[src/rtl/downcount_timer_pkg.sv]
// downcount_timer_pkg: shared state encoding and default width for the down-counting timer
package downcount_timer_pkg;

    localparam int WIDTH_DEF = 4;

    // 2'd3 is unreachable in normal operation and recovers to IDLE
    typedef enum logic [1:0] {
        IDLE    = 2'd0,
        RUN     = 2'd1,
        DONE    = 2'd2,
        ILLEGAL = 2'd3
    } state_e;

endpackage

[src/rtl/downcount_timer_if.sv]
// downcount_timer_if: control inputs and status outputs of the down-counting timer
interface downcount_timer_if #(parameter int WIDTH = downcount_timer_pkg::WIDTH_DEF);

    logic             e_i;
    logic             load_i;
    logic [WIDTH-1:0] d_i;
    logic             auto_reload_i;
    logic             ack_i;
    logic [WIDTH-1:0] q_o;
    logic             zero_o;
    logic             tc_o;
    logic             irq_o;
    logic             busy_o;

    modport master (
        output e_i, load_i, d_i, auto_reload_i, ack_i,
        input  q_o, zero_o, tc_o, irq_o, busy_o
    );

    modport slave (
        input  e_i, load_i, d_i, auto_reload_i, ack_i,
        output q_o, zero_o, tc_o, irq_o, busy_o
    );

endinterface

[src/rtl/downcount_timer_irq_latch.sv]
// irq_latch: sticky flag, set wins over clear, asynchronous reset
module irq_latch (
    input  logic clk,
    input  logic rst,
    input  logic set_i,
    input  logic clr_i,
    output logic flag_o
);

    logic flag_q;

    // set has priority so an event coinciding with an acknowledge is never lost
    always_ff @(posedge clk or posedge rst) begin
        if (rst)        flag_q <= 1'b0;
        else if (set_i) flag_q <= 1'b1;
        else if (clr_i) flag_q <= 1'b0;
    end

    assign flag_o = flag_q;

endmodule

[src/rtl/downcount_timer.sv]
// downcount_timer: loadable down-counter with terminal-count pulse, sticky IRQ and optional auto-reload
module downcount_timer
    import downcount_timer_pkg::*;
#(
    parameter int WIDTH = WIDTH_DEF
) (
    input  logic            clk,
    input  logic            rst,
    downcount_timer_if.slave bus
);

    localparam logic [WIDTH-1:0] ONE = WIDTH'(1);

    state_e           state_q, state_d;
    logic [WIDTH-1:0] q_q, q_d;
    logic [WIDTH-1:0] rl_q, rl_d;
    logic             tc_q;
    logic             term;

    // next state: load beats the terminal step, which beats a plain decrement
    always_comb begin
        state_d = state_q;
        q_d     = q_q;
        rl_d    = rl_q;
        term    = 1'b0;
        if (bus.load_i) begin
            q_d     = bus.d_i;
            rl_d    = bus.d_i;
            state_d = (bus.d_i != '0) ? RUN : IDLE;
        end else if (state_q == RUN && bus.e_i && q_q == ONE) begin
            term    = 1'b1;
            q_d     = bus.auto_reload_i ? rl_q : '0;
            state_d = bus.auto_reload_i ? RUN : DONE;
        end else if (state_q == RUN && bus.e_i && q_q != '0) begin
            q_d     = q_q - ONE;
        end else if (state_q == ILLEGAL) begin
            state_d = IDLE;
        end
    end

    // state, count and reload value update together
    always_ff @(posedge clk or posedge rst) begin
        if (rst) begin
            state_q <= IDLE;
            q_q     <= '0;
            rl_q    <= '0;
        end else begin
            state_q <= state_d;
            q_q     <= q_d;
            rl_q    <= rl_d;
        end
    end

    // terminal-count pulse lasts exactly the cycle after the terminal step
    always_ff @(posedge clk or posedge rst) begin
        if (rst) tc_q <= 1'b0;
        else     tc_q <= term;
    end

    irq_latch u_irq (
        .clk    (clk),
        .rst    (rst),
        .set_i  (term),
        .clr_i  (bus.ack_i),
        .flag_o (bus.irq_o)
    );

    assign bus.q_o    = q_q;
    assign bus.zero_o = (q_q == '0);
    assign bus.tc_o   = tc_q;
    assign bus.busy_o = (state_q == RUN);

endmodule
[src/flat_wrapper.sv]
// flat-port wrapper written by rule: the top's interface ports become plain ports
module downcount_timer_flat import downcount_timer_pkg::*;
#(
    parameter int WIDTH = WIDTH_DEF
)
  (clk, rst, bus_e_i, bus_load_i, bus_d_i, bus_auto_reload_i, bus_ack_i, bus_q_o, bus_zero_o, bus_tc_o, bus_irq_o, bus_busy_o);
  downcount_timer_if #(.WIDTH(WIDTH)) bus_i ();
  input  logic clk;
  input  logic rst;
  input wire logic [$bits(bus_i.e_i)-1:0] bus_e_i;
  input wire logic [$bits(bus_i.load_i)-1:0] bus_load_i;
  input wire logic [$bits(bus_i.d_i)-1:0] bus_d_i;
  input wire logic [$bits(bus_i.auto_reload_i)-1:0] bus_auto_reload_i;
  input wire logic [$bits(bus_i.ack_i)-1:0] bus_ack_i;
  output wire logic [$bits(bus_i.q_o)-1:0] bus_q_o;
  output wire logic [$bits(bus_i.zero_o)-1:0] bus_zero_o;
  output wire logic [$bits(bus_i.tc_o)-1:0] bus_tc_o;
  output wire logic [$bits(bus_i.irq_o)-1:0] bus_irq_o;
  output wire logic [$bits(bus_i.busy_o)-1:0] bus_busy_o;
  assign bus_i.e_i = bus_e_i;
  assign bus_i.load_i = bus_load_i;
  assign bus_i.d_i = bus_d_i;
  assign bus_i.auto_reload_i = bus_auto_reload_i;
  assign bus_i.ack_i = bus_ack_i;
  assign bus_q_o = bus_i.q_o;
  assign bus_zero_o = bus_i.zero_o;
  assign bus_tc_o = bus_i.tc_o;
  assign bus_irq_o = bus_i.irq_o;
  assign bus_busy_o = bus_i.busy_o;
  downcount_timer #(.WIDTH(WIDTH)) u_core (.clk(clk), .rst(rst), .bus(bus_i));
endmodule
[config.mk]
export PLATFORM = sky130hd
export DESIGN_NAME = downcount_timer_flat
export DESIGN_NICKNAME = d
export VERILOG_FILES = /design/src/rtl/downcount_timer_pkg.sv /design/src/rtl/downcount_timer_if.sv /design/src/rtl/downcount_timer_irq_latch.sv /design/src/rtl/downcount_timer.sv /design/src/flat_wrapper.sv
export SDC_FILE = /design/constraint.sdc
export NUM_CORES = 1
export LEC_CHECK = 0
export CORE_UTILIZATION = 50
export DETAILED_ROUTE_END_ITERATION = 8
export PLACE_DENSITY = 0.79
export SLEW_MARGIN = 0
export SYNTH_ARGS = -nofsm -noshare
export SYNTH_HDL_FRONTEND = slang
export SYNTH_SLANG_ARGS = --single-unit
export TNS_END_PERCENT = 1
[constraint.sdc]
create_clock -name clk -period 3.88 [get_ports clk]
set_clock_uncertainty 0.2 [all_clocks]
set_input_delay 0.388 -clock clk [delete_from_list [all_inputs] [get_ports clk]]
set_output_delay 0.388 -clock clk [all_outputs]
set_load 0.01 [all_outputs]
==> results of run 1 <==
-- per-stage QoR --
stage          worst slack (ns)  util [%]  instance area, um2
2_1_floorplan              1.88         -                 698
3_3_place_gp               1.77      67.2                 875
3_5_place_dp               1.77      67.2                 875
4_1_cts                    1.46      70.0                 911
5_1_grt                    1.37      70.0                 911
6_report                   1.45      70.0                 911
-- critical path, cell delays in order (launching register included) --
cell and delay (ns):
dfrtp_1 0.40, nor2b_1 0.51, clkdlybuf4s50_1 0.66
-- worst max-delay path by stage --
| stage | slack [ns] | cells after the start | endpoint | startpoint |
|---|---|---|---|---|
| 6_report | 1.45 | 2 | bus_busy_o | u_core.state_q[1] |
| 5_1_grt | 1.37 | 2 | bus_busy_o | u_core.state_q[1] |
| 4_1_cts | 1.46 | 2 | bus_busy_o | u_core.state_q[1] |
| 3_5_place_dp | 1.77 | 5 | u_core.bus.q_o[1] | bus_e_i |
| 3_3_place_gp | 1.77 | 6 | u_core.bus.q_o[0] | u_core.bus.q_o[0] |
| 2_1_floorplan | 1.88 | 6 | u_core.bus.q_o[0] | u_core.bus.q_o[1] |
-- cells by family (layout without fill, tap and decap cells) --
group | Yosys count | in the layout | synth area share, %
DFF | 12 | 12 | 43.0
and+or+nand+nor | 24 | 24 | 20.3
muxes | 1 | 1 | 1.43
adders and majority gates | 3 | 3 | 5.38
xor gates and xnor gates | 1 | 1 | 1.25
AOI/OAI and AO/OA | 21 | 21 | 22.0
buffers and inverters | 12 | 30 | 6.63
-- metal layers --
metal / vias up / GRT usage (%)
li1: 301 / -
met1: 277 / 30.6
met2: 21 / 35.8
met3: 2 / 1.70
met4: 0 / 15.5
met5: - / 0
-- area by class of cell --
| cell class | instances | area share, % |
|---|---|---|
| clock buffer | 4 | 3.98 |
| inverter | 9 | 3.71 |
| multi-input combinational | 50 | 38.6 |
| sequential | 12 | 33.0 |
| tap | 15 | 2.06 |
| timing repair buffer | 17 | 18.7 |
-- state kept, by name (all words and copies together) (netlist names) --
name                 flops
u_core.bus.q_o           4
u_core.rl_q              4
u_core.state_q           2
u_core.bus.tc_o          1
u_core.u_irq.flag_o      1
-- power breakdown --
part,internal [mW],leakage (nW),switching (mW)
combinational,0.0528,0.229,0.0472
clock,0.0570,0.0210,0.0427
sequential,0.137,0.147,0.0146
total,0.246,0.398,0.104
-- synth_stat cells --
master	instances
dfrtp_1	12
inv_1	9
nand2_1	7
nor2_1	5
o21ai_0	5
a21oi_1	4
a311oi_1	3
ha_1	3
o31ai_2	3
clkbuf_1	2
nor2b_1	2
o22ai_1	2
o31ai_1	2
a22oi_1	1
a41o_1	1
and2_1	1
and2_4	1
and3_1	1
and3_4	1
and4bb_2	1
buf_2	1
mux2i_1	1
nand2b_1	1
nand3_1	1
nor4_1	1
or4_1	1
or4b_4	1
xnor2_1	1
==> implementation parameters, run 1 <==
Parameter                              Value

Outcome
  Result of the run ... finished, final reports clean

Yosys
  Fraction of synthesized cell area taken by the top area cell type ... 43.0%
  Number of instances in the synthesized netlist ... 74
  Mean area per synthesized cell ... 9.43 um2
  Main area contributors after synthesis ... dfrtp_1, ha_1, o31ai_2, inv_1, nand2_1
  Count of yosys warnings during synthesis ... 0
  Dominant cell type by area after synthesis ... dfrtp_1
  Sequential share of the synthesized area ... 43.0%
  Number of unique standard cell types used by synthesis ... 28
  Post-Syn Nets ... 87
  FF+latch count, synth ... 12
  Summed instance area of the synthesized netlist ... 698 um2

Hold path
  Classification of the worst-slack hold path ... in2async

Final layout
  Filler cell count in the final layout ... 119
  Leading cell types in the layout, fill and taps excluded ... clkdlybuf4s50_1, dfrtp_1, inv_1, nand2_1
  Area taken by multi-input logic gates ... 352 um2
  Layout area overhead ... 30.5%
  Net count, final ... 106
  Finished Layout Cells ... 107
  Storage element area ... 300 um2
  Leading cell type in the layout, fill and taps excluded ... clkdlybuf4s50_1
  Number of antenna diodes ... 0
  Fraction of final layout cells with drive strength greater than 1 ... 12.0%

Place
  Number of cells after detailed placement ... 103
  Half-perimeter wire length after placement ... 1.08 mm
  Number of port buffers ... 17
  Final Wtd Congestion ... 0.798

Power
  Sum of internal, switching and leakage power ... 0.351 mW
  Leakage ... 0.398 nW
  Power per unit of standard cell area ... 385 mW/mm2
  Worst IR drop on VDD ... 0.257 mV

Timing
  Transition time at the pin with the least slew margin ... 0.632 ns
  Minimum period implied by the final worst setup slack ... 2.43 ns
  Number of failing hold endpoints at the final stage ... 0
  Summed negative setup slack over all endpoints ... 0 ns
  Hold_ws ... 0.228 ns
  Fmax achieved ... 412 MHz
  Total of endpoints with negative setup slack in the final report ... 0
  Final count of pins violating max slew ... 0
  Setup repair after global routing missed its margin ... false
  Relative slew slack ... 57.8%
  Final clock period utilization by the worst path ... 62.5%

Drt
  Total length of routed met2 wires ... 696 um
  Total iterations of the first detailed-routing run ... 4
  Final wirelength ... 1.46 mm
  1st-iter DRT viols ... 21
  Highest signal layer in the routed design ... met4
  Detailed-routed wire length on met3 ... 50 um
  Antenna Nets Post-Route ... 0
  Post-DR wirelength/cell ... 13.6 um
  Total number of vias ... 601
  Number of design rule violations left after detail routing ... 0
  Detail-routed via count per cell ... 5.62
  Met1 wire length ... 689 um

Worst setup path
  Launching point of the worst reg2reg path ... u_core.bus.q_o[0]
  Type of the setup path with the least slack ... reg2out
  Kind of start point of the critical path ... register
  Required time of the worst setup path ... 3.29 ns
  Depth of the worst register-to-register path ... 6
  Destination of the worst register-to-register timing path ... u_core.bus.q_o[0]
  Worst Path Max Fanout ... 10
  Data arrival, critical path ... 1.84 ns
  R2R Setup Slk ... 1.74 ns
  Worst setup EP type ... output port

Global route
  Vias in the first global route ... 538
  Largest net degree at the start of global routing ... 18
  First-pass GRT wire length ... 2.37 mm
  Leftover overflow at the end of global routing ... 0
  Total routing resource utilization after global routing ... 23.2%
  Antenna violations before repair ... 0

Flow run
  Number of max-cap violations ... 0

Floorplanning
  IO Pins ... 18
  Die Outline Area ... 0.00155 mm2
  Starting utilization of the core area ... 53.7%
  Width of the die ... 39.4 um
  Number of rows in the core area ... 13
  Y dimension of the die ... 39.4 um
  Area of the core region ... 0.00130 mm2

Clocking
  Clock Sinks ... 12
  TritonCTS clock tree ... done
  Maximum root-to-sink buffer count ... 2
  Clock Tree Root ... clkbuf_4
  Total setup buffers inserted after CTS ... 0
  Number of H-tree branching levels ... 1
  Latest clock arrival within the worst-skew pair ... 0.27 ns
  Number of hold buffers added after CTS ... 0
  Cts repair resizes ... 0
  Clock-pin transition on the worst setup and hold timing paths ... 0.08 ns
  TritonCTS buffer count ... 3
Note: power is estimated with default switching activity, not from simulation.
==> inputs of run 2 (changes only) <==
- CORE_UTILIZATION: 50 -> 42
- PLACE_DENSITY: 0.79 -> 0.7
- clock period: 3.88 -> 2.1 ns (I/O delays scaled with it)
==> implementation parameters, run 2 (synthesis gave the netlist of run 1 again) <==
Parameter                              Value

Global route
  First-pass GRT wire length ... 2.57 mm (+8.7%)
  Total routing resource utilization after global routing ... 18.9% (-4.3 points)
  Largest net degree at the start of global routing ... 13 (-5)
  Vias in the first global route ... 598 (+11%)
  Leftover overflow at the end of global routing ... 0 (unchanged)
  Antenna violations before repair ... 0 (unchanged)

Timing
  Total of endpoints with negative setup slack in the final report ... 0 (unchanged)
  Transition time at the pin with the least slew margin ... 0.468 ns (-0.164 ns)
  Final worst slack ... 0.0582 ns (-1.40 ns)
  Final count of pins violating max slew ... 0 (unchanged)
  Number of failing hold endpoints at the final stage ... 0 (unchanged)
  Final clock period utilization by the worst path ... 97.2%
  Hold_ws ... 0.0401 ns (-0.188 ns)
  Minimum period implied by the final worst setup slack ... 2.04 ns
  Relative slew slack ... 68.8% (+11 points)
  Summed negative setup slack over all endpoints ... 0 ns (unchanged)
  Fmax achieved ... 490 MHz

Final layout
  Net count, final ... 111 (+4.7%)
  Leading cell types in the layout, fill and taps excluded ... clkdlybuf4s50_1, dfrtp_1, inv_1, nand2_1
  Filler cell count in the final layout ... 139 (+17%)
  Number of antenna diodes ... 0 (unchanged)
  Finished Layout Cells ... 113 (+5.6%)
  Leading cell type in the layout, fill and taps excluded ... clkdlybuf4s50_1
  Fraction of final layout cells with drive strength greater than 1 ... 16.5% (+4.5 points)
  Layout area overhead ... 36.0%

Power
  Leakage ... 0.421 nW (+6.0%)
  Sum of internal, switching and leakage power ... 0.663 mW (+89%)
  Fraction of power consumed by sequential logic ... 41.4% (-1.7 points)
  Worst IR drop on VDD ... 0.541 mV (+110%)
  Switching part of the total ... 29.2% (-0.58 points)
  Logic pwr share ... 31.3% (+2.8 points)
  Clock Power Share ... 27.4% (-1.0 points)
  Pint ... 0.470 mW (+91%)
  Power per unit of standard cell area ... 698 mW/mm2 (+81%)
  Sw Pwr ... 0.194 mW (+85%)

Clocking
  TritonCTS clock tree ... done
  Latest clock arrival within the worst-skew pair ... 0.28 ns (about the same)
  Cts repair resizes ... 0 (unchanged)
  Number of H-tree branching levels ... 1 (unchanged)
  Number of hold buffers added after CTS ... 0 (unchanged)
  Clock Sinks ... 12 (unchanged)
  TritonCTS buffer count ... 3 (unchanged)
  Maximum root-to-sink buffer count ... 2 (unchanged)
  Clock-pin transition on the worst setup and hold timing paths ... 0.07 ns (about the same)
  Clock Tree Root ... clkbuf_4

Worst setup path
  Cell with the biggest individual delay on the critical path ... or4b_4
  Kind of start point of the critical path ... register
  Worst Path Max Fanout ... 4 (-6)
  Maximum cell stage delay along the critical path ... 0.46 ns (-0.20 ns)
  Worst Path Buf+Inv ... 1 (unchanged)
  Data arrival, critical path ... 2.02 ns (+0.18 ns)
  Cell breakdown of the critical path ... inv_1 -> ha_1 -> or4b_4 -> and3_4 -> mux2i_1 -> o31ai_1
  Worst setup EP type ... register
  Type of the setup path with the least slack ... reg2reg
  Required time of the worst setup path ... 2.07 ns (-1.22 ns)
  CP delay by family, top ... simple AND/OR/NAND/NOR gates

Floorplanning
  Number of rows in the core area ... 14 (+1)
  Width of the die ... 42.8 um (+8.6%)
  Area of the core region ... 0.00152 mm2 (+17%)
  Y dimension of the die ... 42.8 um (+8.6%)
  Starting utilization of the core area ... 45.8% (-7.8 points)
  IO Pins ... 18 (unchanged)
  Die Outline Area ... 0.00183 mm2 (+18%)

Place
  Number of port buffers ... 17 (unchanged)
  Number of cells after detailed placement ... 108 (+4.9%)
  Minimum setup slack after placement ... 0.0653 ns (-1.70 ns)
  Half-perimeter wire length after placement ... 1.14 mm (+4.7%)
  Final Wtd Congestion ... 0.814 (+2.0%)

Drt
  Antenna Nets Post-Route ... 0 (unchanged)
  Final wirelength ... 1.54 mm (+5.3%)
  Total iterations of the first detailed-routing run ... 4 (unchanged)
  Detail-routed via count per cell ... 5.44 (-3.1%)
  Number of design rule violations left after detail routing ... 0 (unchanged)
  1st-iter DRT viols ... 21 (unchanged)
  Post-DR wirelength/cell ... 13.6 um (-0.24%)
  Total number of vias ... 615 (+2.3%)

Hold path
  Classification of the worst-slack hold path ... in2async

Outcome
  Result of the run ... finished, final reports clean

Flow run
  Number of max-cap violations ... 0 (unchanged)
-- run 2: cell types whose count changed in the layout (fill, tap and decap cells not counted), sizes merged --
| cell | delta |
|---|---|
| buf | +5 |
-- run 2: final cells by class --
class	count	area [um2]	area share (%)
multi-input combinational	50	352	37.0
sequential	12	300	31.6
timing repair buffer	22	208	21.9
clock buffer	4	36.3	3.82
inverter	9	33.8	3.56
tap	16	20.0	2.11
-- run 2: power groups by stage --
stage                     Clock [mW]  Sequential [mW]  Combinational, mW
after CTS                      0.189            0.275              0.202
after detailed placement           0            0.279              0.201
after floorplan                    0            0.283              0.108
after global routing           0.199            0.277              0.229
final                          0.182            0.274              0.207
after global placement             0            0.278              0.200
-- run 2: timing repair --
action / CTS / global route
endpoints found under the setup margin: 0 / 2
hold endpoints to repair: 0 / 0
buffers inserted: 0 / 1
-- run 2: per-stage QoR --
step | instance area [um2] | utilization (%)
global placement | 906 | 59.4
global route | 950 | 62.3
CTS | 942 | 61.8
floorplan | 698 | -
detailed placement | 906 | 59.4
finish | 950 | 62.3
-- run 2: per-layer routing --
| metal | vias to the layer above | GRT usage [%] | part of all wire, % |
|---|---|---|---|
| li1 | 306 | - | - |
| met1 | 289 | 22.8 | 44 |
| met2 | 18 | 31.5 | 50 |
| met3 | 2 | 7.66 | 5.5 |
| met4 | 0 | 3.75 | 0.52 |
| met5 | - | 0 | 0 |
-- run 2: final timing paths --
| path | startpoint | end | slack, ns | depth (start not counted) |
|---|---|---|---|---|
| hold reg to reg | u_core.rl_q[0] | u_core.rl_q[0] | 0.34 | 2 |
| hold / removal | rst | u_core.bus.q_o[2] | 0.04 | 2 |
| setup / recovery | u_core.bus.q_o[0] | u_core.bus.q_o[0] | 0.06 | 6 |
| setup reg to reg | u_core.bus.q_o[0] | u_core.bus.q_o[0] | 0.06 | 6 |
| max in group asynchronous | rst | u_core.rl_q[2] | 1.34 | 2 |
| min in group clk | bus_ack_i | u_core.u_irq.flag_o | 0.29 | 2 |
